## src/rtl/vending_pkg.sv

```systemverilog
`default_nettype none
// ============================================================================
// Module      : vending_pkg
// Description : Shared types and constants for the vending change path.
// Revision    : 1.0 - initial release
// ============================================================================
package vending_pkg;

    localparam int AMT_W    = 5;

    localparam int DENOM_5  = 5;
    localparam int DENOM_10 = 10;
    localparam int DENOM_20 = 20;

    localparam logic [1:0] COIN_NONE = 2'd0;
    localparam logic [1:0] COIN_5    = 2'd1;
    localparam logic [1:0] COIN_10   = 2'd2;
    localparam logic [1:0] COIN_20   = 2'd3;

    typedef enum logic [1:0] {
        ST_IDLE  = 2'd0,
        ST_PICK  = 2'd1,
        ST_ISSUE = 2'd2,
        ST_DONE  = 2'd3
    } disp_state_t;

endpackage
`default_nettype wire

```

## src/rtl/coin_inventory.sv

```systemverilog
`default_nettype none
// ============================================================================
// Module      : coin_inventory
// Description : Per-denomination coin counters, decrement-on-eject, reload.
// Revision    : 1.0 - initial release
// ============================================================================
module coin_inventory #(
    parameter int CNT_W       = 4,
    parameter int INIT_CNT_20 = 4,
    parameter int INIT_CNT_10 = 8,
    parameter int INIT_CNT_5  = 8
) (
    input  logic             clk,
    input  logic             reset,
    input  logic             refill,
    input  logic [1:0]       dec_sel,
    output logic [CNT_W-1:0] cnt_20,
    output logic [CNT_W-1:0] cnt_10,
    output logic [CNT_W-1:0] cnt_5
);
    import vending_pkg::*;

    localparam logic [CNT_W-1:0] c_init_20 = CNT_W'(INIT_CNT_20);
    localparam logic [CNT_W-1:0] c_init_10 = CNT_W'(INIT_CNT_10);
    localparam logic [CNT_W-1:0] c_init_5  = CNT_W'(INIT_CNT_5);

    // Counters stop at zero even if a decrement is requested on an empty bin.
    always_ff @(posedge clk) begin
        if (reset || refill) begin
            cnt_20 <= c_init_20;
            cnt_10 <= c_init_10;
            cnt_5  <= c_init_5;
        end else begin
            if (dec_sel == COIN_20 && cnt_20 != '0) cnt_20 <= cnt_20 - 1'b1;
            if (dec_sel == COIN_10 && cnt_10 != '0) cnt_10 <= cnt_10 - 1'b1;
            if (dec_sel == COIN_5  && cnt_5  != '0) cnt_5  <= cnt_5  - 1'b1;
        end
    end

endmodule
`default_nettype wire

```

## src/rtl/change_dispenser.sv

```systemverilog
`default_nettype none
// ============================================================================
// Module      : change_dispenser
// Description : Greedy 20/10/5 change sequencer driving a coin hopper.
// Revision    : 1.0 - initial release
// ============================================================================
module change_dispenser #(
    parameter int AMT_W       = vending_pkg::AMT_W,
    parameter int CNT_W       = 4,
    parameter int INIT_CNT_20 = 4,
    parameter int INIT_CNT_10 = 8,
    parameter int INIT_CNT_5  = 8,
    parameter int ACK_TIMEOUT = 15
) (
    input  logic             clk,
    input  logic             reset,
    input  logic             start,
    input  logic [AMT_W-1:0] change_amt,
    input  logic             refill,
    output logic             coin_req,
    output logic [1:0]       coin_sel,
    input  logic             coin_ack,
    output logic             busy,
    output logic             done,
    output logic [AMT_W-1:0] short_amt,
    output logic             fault,
    output logic [CNT_W-1:0] cnt_20,
    output logic [CNT_W-1:0] cnt_10,
    output logic [CNT_W-1:0] cnt_5
);
    import vending_pkg::*;

    localparam int               c_tmr_w    = $clog2(ACK_TIMEOUT + 1);
    localparam logic [c_tmr_w-1:0] c_tmr_last = c_tmr_w'(ACK_TIMEOUT - 1);
    localparam logic [AMT_W-1:0] c_d20      = AMT_W'(DENOM_20);
    localparam logic [AMT_W-1:0] c_d10      = AMT_W'(DENOM_10);
    localparam logic [AMT_W-1:0] c_d5       = AMT_W'(DENOM_5);

    disp_state_t        r_state;
    logic [AMT_W-1:0]   r_remaining;
    logic [c_tmr_w-1:0] r_timer;

    logic [1:0]         w_pick_sel;
    logic [AMT_W-1:0]   w_issue_denom;
    logic [1:0]         w_dec_sel;
    logic               w_refill;

    assign w_refill  = refill && (r_state == ST_IDLE);
    assign w_dec_sel = (r_state == ST_ISSUE && coin_ack) ? coin_sel : COIN_NONE;

    coin_inventory #(
        .CNT_W       (CNT_W),
        .INIT_CNT_20 (INIT_CNT_20),
        .INIT_CNT_10 (INIT_CNT_10),
        .INIT_CNT_5  (INIT_CNT_5)
    ) u_inventory (
        .clk     (clk),
        .reset   (reset),
        .refill  (w_refill),
        .dec_sel (w_dec_sel),
        .cnt_20  (cnt_20),
        .cnt_10  (cnt_10),
        .cnt_5   (cnt_5)
    );

    always_comb begin
        w_pick_sel = COIN_NONE;
        if (r_remaining >= c_d20 && cnt_20 != '0)
            w_pick_sel = COIN_20;
        else if (r_remaining >= c_d10 && cnt_10 != '0)
            w_pick_sel = COIN_10;
        else if (r_remaining >= c_d5 && cnt_5 != '0)
            w_pick_sel = COIN_5;
    end

    always_comb begin
        case (coin_sel)
            COIN_20: w_issue_denom = c_d20;
            COIN_10: w_issue_denom = c_d10;
            COIN_5:  w_issue_denom = c_d5;
            default: w_issue_denom = '0;
        endcase
    end

    always_ff @(posedge clk) begin
        if (reset) begin
            r_state     <= ST_IDLE;
            r_remaining <= '0;
            r_timer     <= '0;
            coin_req    <= 1'b0;
            coin_sel    <= COIN_NONE;
            busy        <= 1'b0;
            done        <= 1'b0;
            short_amt   <= '0;
            fault       <= 1'b0;
        end else begin
            done <= 1'b0;
            case (r_state)
                ST_IDLE: begin
                    if (start) begin
                        r_remaining <= change_amt;
                        short_amt   <= '0;
                        fault       <= 1'b0;
                        busy        <= 1'b1;
                        r_state     <= ST_PICK;
                    end
                end
                ST_PICK: begin
                    if (w_pick_sel != COIN_NONE) begin
                        coin_sel <= w_pick_sel;
                        coin_req <= 1'b1;
                        r_timer  <= '0;
                        r_state  <= ST_ISSUE;
                    end else begin
                        short_amt <= r_remaining;
                        done      <= 1'b1;
                        r_state   <= ST_DONE;
                    end
                end
                ST_ISSUE: begin
                    // An ack in the last waiting cycle still wins over the timeout.
                    if (coin_ack) begin
                        r_remaining <= r_remaining - w_issue_denom;
                        coin_req    <= 1'b0;
                        coin_sel    <= COIN_NONE;
                        r_timer     <= '0;
                        r_state     <= ST_PICK;
                    end else if (r_timer == c_tmr_last) begin
                        fault     <= 1'b1;
                        short_amt <= r_remaining;
                        coin_req  <= 1'b0;
                        coin_sel  <= COIN_NONE;
                        r_timer   <= '0;
                        done      <= 1'b1;
                        r_state   <= ST_DONE;
                    end else begin
                        r_timer <= r_timer + 1'b1;
                    end
                end
                ST_DONE: begin
                    busy    <= 1'b0;
                    r_state <= ST_IDLE;
                end
                default: r_state <= ST_IDLE;
            endcase
        end
    end

endmodule
`default_nettype wire

```

## config.mk

```make
export PLATFORM = sky130hd
export DESIGN_NAME = change_dispenser
export DESIGN_NICKNAME = d
export VERILOG_FILES = /design/src/rtl/vending_pkg.sv /design/src/rtl/coin_inventory.sv /design/src/rtl/change_dispenser.sv
export SDC_FILE = /design/constraint.sdc
export NUM_CORES = 1
export LEC_CHECK = 0
export CORE_UTILIZATION = 50
export DETAILED_ROUTE_END_ITERATION = 16
export PLACE_DENSITY = 0.72
export SLEW_MARGIN = 25
export SYNTH_ARGS = -nofsm -noshare
export SYNTH_HDL_FRONTEND = slang
export SYNTH_HIERARCHICAL = 1
export SYNTH_SLANG_ARGS = --single-unit
```

## constraint.sdc

```tcl
create_clock -name clk -period 5.6 [get_ports clk]
set_clock_uncertainty 0.2 [all_clocks]
set_input_delay 0.84 -clock clk [delete_from_list [all_inputs] [get_ports clk]]
set_output_delay 0.84 -clock clk [all_outputs]
set_load 0.01 [all_outputs]
```

==> After elaboration in Yosys (flattened, before gate mapping) <==
Cells that the tools add are included.
{ "totals": {"mem_bits_ro": 0, "latchBits": 0, "wordCells": 102, "reg_bits": 34, "output_inout_bits": 23, "in_bits": 10, "n_memories": 0, "ramBits": 0} }
{ "op_classes": {"n_mux": 40, "reduce_logical": 25, "n_div": 0, "shift": 0, "addsub": 5, "n_eq_ne": 17, "n_mul": 0, "bitwise_logic": 0, "order_cmp": 3} }
{ "op_table": {"columns": ["operator", "n"], "rows": [
  ["2-to-1 mux 5 bit", 6],
  ["case mux 5 bit (3 select lines)", 2],
  ["2-to-1 mux 2 bit", 9],
  ["equality test 2 bit (second input constant)", 6],
  ["2-to-1 mux 1 bit", 12],
  ["2-to-1 mux 4 bit", 3],
  ["nonzero test 4 bit", 3],
  ["subtractor 4 x 1 -> 4 bit (second input constant)", 3],
  ["inequality test 2 bit (second input constant)", 5],
  ["case mux 5 bit (2 select lines)", 1],
  ["logical AND 1 bit", 8],
  ["case mux 1 bit (2 select lines)", 4],
  ["case mux 2 bit (4 select lines)", 1],
  ["case mux 4 bit (2 select lines)", 1],
  ["nonzero test 2 bit", 4],
  ["equality test 2 x 1 -> 1 bit (second input constant)", 3],
  ["AND reduction 2 bit", 3],
  ["AND reduction 3 bit", 2],
  [">= comparator 5 x 3 -> 1 bit (second input constant)", 1],
  [">= comparator 5 x 4 -> 1 bit (second input constant)", 1],
  [">= comparator 5 bit (second input constant)", 1],
  ["AND reduction 5 bit", 1],
  ["subtractor 5 bit", 1],
  ["adder 4 x 1 -> 4 bit (second input constant)", 1],
  ["8 further kinds", 8]
]} }

==> Longest topological paths before layout <==
{ "depth": {"word_depth": 8, "ltp_mapped": 9, "depth_no_buf": 9} }

==> Hierarchy <==
The synthesis kept the hierarchy.
{ "by_module_without_submodules": {"columns": ["module", "seq_area_each_um2", "cells_per_inst", "area_per_inst_um2", "n_inst"], "rows": [
  ["change_dispenser", 440.4, 171, 1448.9, 1],
  ["coin_inventory", 240.2, 72, 608.1, 1]
]} }

==> Least setup slack after synthesis <==
No wires, ideal clock.
{ "synth_timing": {"path_type": "reg-to-reg", "startpoint": "register r_state[0]", "endpoint": "register u_inventory.cnt_10[3]", "setup_time_ps": 62, "stages_incl_launch_ff": 8, "slack_ps": 3474, "arrival_time_ps": 1864, "path_buffers": 1, "path_cell_list": "dfxtp_1 inv_1 ha_1 buf_1 and3_1 nand2b_1 or4_1 nand3_1"} }
{ "synth_via": {"elab_chain_cells": 5, "elab_cells_between_ends": 8, "cone_classes": "2 x eq/ne; 1 x mux; 5 x reduce/logical"} }
{ "synth_rtl": {"columns": ["item", "line", "rtl"], "rows": [
  ["from (decl)", "change_dispenser.sv:39", "disp_state_t r_state;"],
  ["from (signal assigned)", "change_dispenser.sv:87", "r_state <= ST_IDLE;"],
  ["from (signal assigned)", "change_dispenser.sv:105", "r_state <= ST_PICK;"],
  ["from (signal assigned)", "change_dispenser.sv:113", "r_state <= ST_ISSUE;"],
  ["equality test 2 bit", "change_dispenser.sv:49", "assign w_dec_sel = (r_state == ST_ISSUE && coin_ack) ? coin_sel : COIN_NONE;"],
  ["logical AND 1 bit", "change_dispenser.sv:49", null],
  ["2-to-1 mux 2 bit", "change_dispenser.sv:49", null],
  ["net w_dec_sel[1]", "change_dispenser.sv:45", "logic [1:0] w_dec_sel;"],
  ["equality test 2 bit", "coin_inventory.sv:35", "if (dec_sel == COIN_10 && cnt_10 != '0) cnt_10 <= cnt_10 - 1'b1;"],
  ["logical AND 1 bit", "coin_inventory.sv:35", null],
  ["to (signal assigned)", "coin_inventory.sv:31", "cnt_10 <= c_init_10;"],
  ["to (signal assigned)", "coin_inventory.sv:35", null],
  ["to (decl)", "coin_inventory.sv:18", "output logic [CNT_W-1:0] cnt_10,"]
]} }
The timed path passes the listed nets, and every way through them passes these cells.
A chain may end at the register's enable or synchronous reset.

==> Worst setup path after layout <==
{ "layout_timing": {"startpoint": "input reset", "endpoint": "register u_inventory.cnt_20[3]"} }
{ "layout_via": {"elab_chain_cells": 1} }
{ "layout_rtl": {"columns": ["item", "line", "rtl"], "rows": [
  ["from (decl)", "change_dispenser.sv:16", "input logic reset,"],
  ["logical OR 1 bit", "coin_inventory.sv:29", "if (reset || refill) begin"],
  ["to (signal assigned)", "coin_inventory.sv:30", "cnt_20 <= c_init_20;"],
  ["to (signal assigned)", "coin_inventory.sv:34", "if (dec_sel == COIN_20 && cnt_20 != '0) cnt_20 <= cnt_20 - 1'b1;"],
  ["to (decl)", "coin_inventory.sv:17", "output logic [CNT_W-1:0] cnt_20,"]
]} }
No other way between the ends.

==> flow_summary.yaml <==
run_status:
  status: "complete, no violations"
grt:
  grt-ovfl-total: 0
  grt_pass1_vias: 1626
  grt_pass1_wl_um: 7450
  grt_max_degree: 28
  antenna_found_initial: 0
  grt_use_total_pct: 22.6
synth:
  avgSynthCellArea_um2: 8.46
  yosysMostFrequentCell: "dfxtp_1"
  netlist.area_leader.share_pct: 33.1
  syn_nets: 267
  synth_top_cell_by_area: "dfxtp_1"
  synth-seq-cells: 34
  synthCells: 243
  yosysWarnings: 6
  ys_top_cells_by_count: "dfxtp_1 (34), nor2_1 (19), inv_1 (18), o21ai_0 (18), nand2_1 (16)"
  synth-edff-count: 0
  synth_cell_type_count: 51
  synth.area.top_cells: "dfxtp_1 (33%), ha_1 (7.9%), mux2i_1 (5.4%), o21ai_0 (4.4%), nor2_1 (3.5%)"
  yosysSeqAreaShare_pct: 33.1
  ys.flop_type: "dfxtp_1"
  synthesis.area_mm2: 0.00206
  async_flop_share_pct: 0
place:
  portBuffers: 32
  hpwl_um: 3140
  routabilityCongestion: 0.760
final_layout:
  utilization_pct: 66.1
  nNetsFinal: 299
  layout-drive-gt1-share_pct: 6.52
  area_growth_pct: 22.1
  antenna_cells: 0
clocking:
  cts_setup_buffers: 0
  cts_resized: 0
  numCtsBuffers: 5
  ctsHoldBuffers: 0
  cts_tree: "yes"
  cts_buffer_depth: 2
  cts_root_buf: "clkbuf_8"
  path_clk_slew_ps: 70
  cts_max_level: 2
  clk_latency_ps: 290
  cts_sinks: 34
drt:
  ant_nets: 0
  post_drt_wl_per_cell_um: 13.1
  drt_wl_total_um: 4250
  drt_first_pass_iters: 4
  drt-initial-drc-count: 87
  viasPerCell: 5.53
  drc: 0
  num_vias: 1791
sta:
  min_period_ps: 2720
  fmax_ghz: 0.368
  slew_viol_final: 0
  finalSetupViolations: 0
  slew_headroom_pct: 42.3
  period_share_pct: 48.6
  timing.setup.tns_ps: 0
  hold_viol_final: 0
  tightest_slew_ps: 863
  rsz0062_at_grt: "false"
setup_path:
  rrSetupSlack_ps: 3240
  worstSetupEndpointType: "register"
  crit_path_start_kind: "input pin"
  criticalPathCategory: "input pin to register"
  worstPathArrival_ps: 2740
  worstPathMaxFanout: 27
  cp.required_ps: 5620
floorplanning:
  initial_utilization_pct: 54.2
  fp.coreArea_mm2: 0.00380
  die_x_um: 66.1
  io_pins: 33
  num_rows: 22
  die_area_mm2: 0.00437
  fp.dieH_um: 66.1
power:
  p_per_area_mw_per_mm2: 412
  sw_frac_of_total_pct: 38.2
  peakVddDrop_mv: 0.282
  internal-power_uw: 640
  power_leakage_uw: 0.000914
  switchingPower_uw: 395
  p_comb_share_pct: 46.0
  clockPowerShare_pct: 21.8
  p_seq_share_pct: 32.2
flow_run:
  cap_violations: 0
min_path:
  min_path_type: "register to register"
-- per-layer routing --
layer / global-route usage, % / vias up / wire length [um]
li1: - / 926 / -
met1: 29.0 / 826 / 2120
met2: 36.1 / 30 / 1910
met3: 6.21 / 9 / 144
met4: 7.71 / 0 / 70
met5: 0 / - / 0
-- power groups by stage --
stage | combinational [uW] | sequential [uW] | clock [uW]
detailed placement | 476 | 339 | 0
floorplan | 377 | 329 | 0
finish | 476 | 334 | 225
CTS | 481 | 335 | 229
global route | 542 | 342 | 240
global placement | 466 | 340 | 0
-- path summary, 6_finish.rpt --
kind / start / end / cells after the start
setup / recovery: reset / u_inventory/cnt_20[3]$_SDFFE_PP0P_ / 4
hold / removal: short_amt[0]$_SDFFE_PP0P_ / short_amt[0]$_SDFFE_PP0P_ / 2
setup reg to reg: r_state[0]$_SDFFE_PP0P_ / r_timer[1]$_SDFFE_PP0P_ / 6
hold reg to reg: short_amt[0]$_SDFFE_PP0P_ / short_amt[0]$_SDFFE_PP0P_ / 2
-- cells by family (layout without fill, tap and decap cells) --
family          Yosys count  after routing  share of synthesized area, %
simple gates            100            100                          28.2
compound gates           56             56                          18.1
buf+inv                  25             58                          4.87
mux                      12             12                          6.08
fa+ha+maj                14             14                          8.88
xor+xnor                  2              2                         0.852
flops                    34             34                          33.1
-- state kept, by name, summed over array words and instances, names as in the netlist --
name and flops:
busy 1, coin_req 1, coin_sel 2, done 1, fault 1, r_remaining 5, r_state 2, r_timer 4
short_amt 5, u_inventory/cnt_10 4, u_inventory/cnt_20 4, u_inventory/cnt_5 4
-- worst max-delay path: stages --
cell and delay [ps]:
clkdlybuf4s50_1 850, or2_1 560, or3_1 360, mux2i_1 130
-- layout make-up --
type	count	area [um^2]
Multi-Input combinational cell	184	1280
Tap cell	48	60.1
Sequential cell	34	681
Fill cell	343	1290
Timing Repair Buffer	32	320
Clock buffer	7	76.3
Clock inverter	1	30.0
Inverter	18	67.6
-- placed cells by master, fill, tap and decap left out, types with 5 or more instances in the layout --
cell,Yosys,final
dfxtp_1,34,34
inv_1,18,18
nand2b_1,11,11
nand2_1,16,16
clkbuf_8,0,5
ha_1,13,13
nor2_1,19,19
mux2i_1,11,11
or3_1,11,11
nor2b_1,9,9
nand3_1,7,7
o21ai_0,18,18
clkdlybuf4s50_1,0,32
a21oi_1,14,14
-- per-stage QoR --
stage | setup slack (ps) | power [uW] | cell area [um^2] | cells | hold WS [ps]
finish | 2880 | 1040 | 2510 | 324 | 279
global route | 2730 | 1120 | 2510 | 324 | 307
global placement | 2620 | 807 | 2400 | 316 | 263
CTS | 2860 | 1040 | 2510 | 324 | 285
floorplan | 3470 | 705 | 2060 | 243 | 256
detailed placement | 2550 | 816 | 2400 | 316 | 270
Note: power is estimated with default switching activity, not from simulation.
